## config.mk

```make
export PLATFORM = sky130hd
export DESIGN_NAME = seq_pattern_tx
export DESIGN_NICKNAME = d
export VERILOG_FILES = /design/src/rtl/seq_pattern_tx.sv
export SDC_FILE = /design/constraint.sdc
export NUM_CORES = 1
export LEC_CHECK = 0
export CORE_MARGIN = 8
export CORE_UTILIZATION = 53
export DETAILED_ROUTE_END_ITERATION = 8
export PLACE_DENSITY = 0.79
export REMOVE_ABC_BUFFERS = 1
export SYNTH_ARGS = -nofsm -noshare
export SYNTH_HDL_FRONTEND = slang
export SYNTH_SLANG_ARGS = --single-unit
```

## constraint.sdc

```tcl
create_clock -name clk -period 2.8 [get_ports clk]
set_input_delay 0.42 -clock clk [delete_from_list [all_inputs] [get_ports clk]]
set_output_delay 0.42 -clock clk [all_outputs]
set_load 0.02 [all_outputs]
```

## src/rtl/seq_pattern_tx.sv

```systemverilog
// Serial pattern transmitter: shifts pattern[len-1:0] out MSB first, repeating
// reps times with GAP idle cycles between repetitions; one-cycle done pulse at the end.
module seq_pattern_tx #(
  parameter  int WIDTH = 8,
  parameter  int CNT_W = 4,
  parameter  int GAP   = 2,
  localparam int LEN_W = $clog2(WIDTH + 1)
) (
  input  logic             clk,
  input  logic             rst,
  input  logic             load_valid,
  output logic             load_ready,
  input  logic [WIDTH-1:0] pattern,
  input  logic [LEN_W-1:0] len,
  input  logic [CNT_W-1:0] reps,
  input  logic             abort,
  output logic             out,
  output logic             out_valid,
  output logic             busy,
  output logic             done
);

  localparam int GW = (GAP > 1) ? $clog2(GAP) : 1;

  typedef enum logic [1:0] {S_IDLE, S_SEND, S_GAP} state_t;

  typedef struct packed {
    logic [WIDTH-1:0] pat;
    logic [LEN_W-1:0] len;
  } job_t;

  state_t           state_q, state_d;
  job_t             job_q, job_d;
  logic [LEN_W-1:0] bit_idx_q, bit_idx_d;
  logic [CNT_W-1:0] rep_left_q, rep_left_d;
  logic [GW-1:0]    gap_cnt_q, gap_cnt_d;
  logic             out_q, out_d;
  logic             out_valid_q, out_valid_d;
  logic             busy_q, busy_d;
  logic             done_q, done_d;
  logic [LEN_W-1:0] len_clamped;
  logic [WIDTH-1:0] shifted;
  logic             zero_job;

  assign load_ready = (state_q == S_IDLE);
  assign out        = out_q;
  assign out_valid  = out_valid_q;
  assign busy       = busy_q;
  assign done       = done_q;

  always_comb begin
    state_d    = state_q;
    job_d      = job_q;
    bit_idx_d  = bit_idx_q;
    rep_left_d = rep_left_q;
    gap_cnt_d  = gap_cnt_q;
    zero_job   = 1'b0;
    len_clamped = (len == '0 || len > LEN_W'(WIDTH)) ? LEN_W'(WIDTH) : len;

    case (state_q)
      S_IDLE: begin
        if (load_valid && !abort) begin
          job_d.pat = pattern;
          job_d.len = len_clamped;
          if (reps == '0) begin
            zero_job = 1'b1;
          end else begin
            state_d    = S_SEND;
            bit_idx_d  = len_clamped - LEN_W'(1);
            rep_left_d = reps;
          end
        end
      end
      S_SEND: begin
        if (bit_idx_q == '0) begin
          if (rep_left_q == CNT_W'(1)) begin
            state_d = S_IDLE;
          end else begin
            rep_left_d = rep_left_q - CNT_W'(1);
            if (GAP > 0) begin
              state_d   = S_GAP;
              gap_cnt_d = GW'(GAP - 1);
            end else begin
              bit_idx_d = job_q.len - LEN_W'(1);
            end
          end
        end else begin
          bit_idx_d = bit_idx_q - LEN_W'(1);
        end
      end
      S_GAP: begin
        if (gap_cnt_q == '0) begin
          state_d   = S_SEND;
          bit_idx_d = job_q.len - LEN_W'(1);
        end else begin
          gap_cnt_d = gap_cnt_q - GW'(1);
        end
      end
      default: state_d = S_IDLE;
    endcase

    // Abort only cancels a running job; in IDLE it merely blocks the handshake.
    if (abort && state_q != S_IDLE) state_d = S_IDLE;

    // Outputs are registered copies of what the next state will present.
    shifted     = job_d.pat >> bit_idx_d;
    out_valid_d = (state_d == S_SEND);
    out_d       = out_valid_d & shifted[0];
    busy_d      = (state_d != S_IDLE);
    done_d      = zero_job |
                  (out_valid_d && bit_idx_d == '0 && rep_left_d == CNT_W'(1));
  end

  always_ff @(posedge clk or posedge rst) begin
    if (rst) begin
      state_q     <= S_IDLE;
      job_q       <= '0;
      bit_idx_q   <= '0;
      rep_left_q  <= '0;
      gap_cnt_q   <= '0;
      out_q       <= 1'b0;
      out_valid_q <= 1'b0;
      busy_q      <= 1'b0;
      done_q      <= 1'b0;
    end else begin
      state_q     <= state_d;
      job_q       <= job_d;
      bit_idx_q   <= bit_idx_d;
      rep_left_q  <= rep_left_d;
      gap_cnt_q   <= gap_cnt_d;
      out_q       <= out_d;
      out_valid_q <= out_valid_d;
      busy_q      <= busy_d;
      done_q      <= done_d;
    end
  end

endmodule

```

==> impl_metrics.yaml, run 1 <==
finish:
  drive_gt1_share_pct: 13.0
  finalNonFillerCells: 233
  nets: 226
  diodes: 0
  fillers: 238
  multi_input_area_um2: 828
  final_area_mm2: 0.00192
  fin_util_pct: 64.9
  area_delta_synth_final_pct: 20.7
  regArea_um2: 676
clock_tree:
  ctsResizeCount: 0
  ctsHtreeMaxLevel: 1
  numCtsBuffers: 3
  cts_tree: "built"
  clock_latency_ns: 0.32
  post_cts_buffers: 0
  ctsRootBufferMaster: "clkbuf_4"
  path_clk_slew_ns: 0.14
  cts_hold_buf: 0
  cts_buffer_depth: 2
  clock_sinks: 27
setup_path:
  worstPathArrival_ns: 2.73
  crit_path_start: "bit_idx_q[0]"
  worstPathMaxFanout: 5
  crit_buf_inv: 1
  critPathMaxStageDelay_ns: 0.52
  r2r_start: "bit_idx_q[0]"
  cp-end-kind: "register"
  crit_chain: "inv_1 > ha_1 > or3b_2 > a21oi_2 > o21a_2 > nor3_4 > mux2i_1 > nor3_1 > o31a_1"
  start_kind: "register"
  crit_family: "compound AO/OA/AOI/OAI gates"
  crit_type: "register to register"
  cpMaxStageDelayCell: "or3b_2"
  critical_path_required_ns: 3.02
global_routing:
  grt_pass1_vias: 1411
  gr-usage-all-layers_pct: 14.9
  grt_pass1_wl_um: 6140
  use_met3_pct: 2.68
  antenna_found_initial: 0
  grt_busiest_layer: "met2"
  grt_overflow_total: 0
  use_met2_pct: 26.0
  grt_util_met1_pct: 17.4
  grt_start_max_net_pins: 28
power_and_ir_drop:
  power_density_mw_per_mm2: 787
  peakVddDrop_uv: 473
  power_mw: 1.51
  power.leakage_nw: 0.844
sta:
  fin_ws_ns: 0.290
  setup_tns_ns: 0
  period_minus_slack_ns: 2.51
  tightestPinTransition_ns: 0.584
  fin_crit_sh_pct: 89.6
  rsz0062_at_grt: "no"
  setup_viol: 0
  clock.fmax_mhz: 398
  timing.final.max_slew_violations: 0
  whs_ns: 0.437
  fin_skew_ns: 0.00507
  hold_viol_final: 0
  max_slew_margin_pct: 60.9
routing:
  drt_iter0_drc: 82
  finalWirelength_um: 3580
  vias: 1360
  antenna_left: 0
  via_per_inst: 5.84
  drt_first_pass_iters: 4
  drc: 0
  avgRoutedWirePerCell_um: 15.3
floorplanning:
  design.core.area_mm2: 0.00295
  initial_utilization_pct: 53.8
  io_pins: 25
  dieWidth_um: 70.7
  dieArea_mm2: 0.00500
  die_h_um: 70.7
  row_count: 20
synthesis:
  synthArstFlopShare_pct: 100
  synthMuxAreaShare_pct: 3.15
  synth_xor_area_share_pct: 1.65
  yosys.cell_count.top_type: "nand2_1"
  synth_top_area_share_pct: 42.6
  synth_simple_gate_area_share_pct: 28.4
  synth_flop_cell: "dfrtp_1"
  synth_fa_ha_area_share_pct: 3.94
  synthTopCellsByArea: "dfrtp_1 (43%), nand2_1 (8.0%), ha_1 (3.9%)"
  synth_warnings: 0
  synth_top_family_by_area: "simple AND/OR/NAND/NOR gates"
  synth-edff-count: 0
  synthesis.area_mm2: 0.00159
  yosysTopAreaCell: "dfrtp_1"
  ys_types: 47
  netlist_top_cells_count: "nand2_1 (34), dfrtp_1 (27), inv_1 (11), nor3_1 (10)"
  synth_compound_area_share_pct: 15.1
  syn_inst: 170
  syn_area_per_cell_um2: 9.34
  ys_seq_area_share_pct: 42.6
  ys_ff_latch: 27
placement:
  dp_hpwl_um: 2800
  gp_congestion: 0.927
  pre_cts_ws_ns: -0.0213
  port-buffer-count: 24
  dpl-instance-area_mm2: 0.00189
  placed_cells: 229
run:
  drv_cap: 0
hold_path:
  hold_class: "input port to async pin"
run_status:
  status: "finished, final reports clean"
[layer usage]
layer | vias up | wire length [um]
met3 | 8 | 154
li1 | 668 | -
met4 | 0 | 57
met1 | 641 | 1520
met2 | 43 | 1850
met5 | - | 0
[path summary, 6_finish.rpt]
check | endpoint | slack (ns) | depth (start not counted)
max reg2reg | out | 0.29 | 9
min | bit_idx_q[0] | 0.44 | 3
max | out | 0.29 | 9
min reg2reg | job_q[5] | 0.49 | 2
min in group clk | job_q[5] | 0.49 | 2
max in group asynchronous | out_valid | 2.11 | 3
[layout by cell type (no fill, tap or decap), types with 2 or more instances in the layout]
master,instances
or3b_2,2
nand2_1,34
o21ai_0,6
nor2_1,5
buf_4,8
a31oi_1,5
xnor2_1,3
nor3b_2,2
nor3_1,10
a32oi_1,2
clkdlybuf4s50_1,24
nor2b_1,2
o211ai_1,2
dfrtp_1,27
nand3_1,5
a21oi_1,5
mux2i_1,5
nand2b_1,6
ha_1,5
clkbuf_4,3
nand4_1,2
inv_1,11
[cell families (layout without fill, tap and decap cells)]
group                    Yosys count  after routing
XOR/XNOR                           3              3
buffers and inverters             18             48
multiplexers                       5              5
AO/OA/AOI/OAI                     33             33
adder cells (fa/ha/maj)            5              5
AND/OR/NAND/NOR                   79             79
flip-flops                        27             27
[sequential cells by signal, summed over array words and instances (netlist names)]
name	flops
gap_cnt_q	1
out	1
state_q	2
done	1
rep_left_q	4
busy	1
out_valid	1
bit_idx_q	4
job_q	12
[power breakdown]
| part | total [mW] | internal (mW) | switching (mW) | leakage, nW |
|---|---|---|---|---|
| Clock | 0.168 | 0.0558 | 0.113 | 0.0150 |
| Sequential | 0.617 | 0.514 | 0.103 | 0.337 |
| Combinational | 0.723 | 0.332 | 0.391 | 0.492 |
[final cells by class]
cell class	instances	area share [%]
tap	33	2.15
sequential	27	35.2
timing repair buffer	32	15.7
multi-input combinational	125	43.2
inverter	12	2.35
clock buffer	4	1.37
[worst reg2reg max path, cell delays in order, from the launching register on]
cell	delay, ns
dfrtp_1	0.44
inv_1	0.11
ha_1	0.21
or3b_2	0.52
a21oi_2	0.30
o21a_2	0.22
nor3_4	0.07
mux2i_1	0.19
nor3_1	0.07
o31a_1	0.30
Note: power is estimated with default switching activity, not from simulation.
==> run 2, diff against run 1 <==
--- a/config.mk
+++ b/config.mk
@@ -5,6 +5,7 @@
 export SDC_FILE = /design/constraint.sdc
 export NUM_CORES = 1
 export LEC_CHECK = 0
+export ABC_CLOCK_PERIOD_IN_PS = 2800
 export CORE_MARGIN = 8
 export CORE_UTILIZATION = 53
 export DETAILED_ROUTE_END_ITERATION = 8
==> results of run 2 <==
Final layout, timing and power as in run 1 (identical DEF).
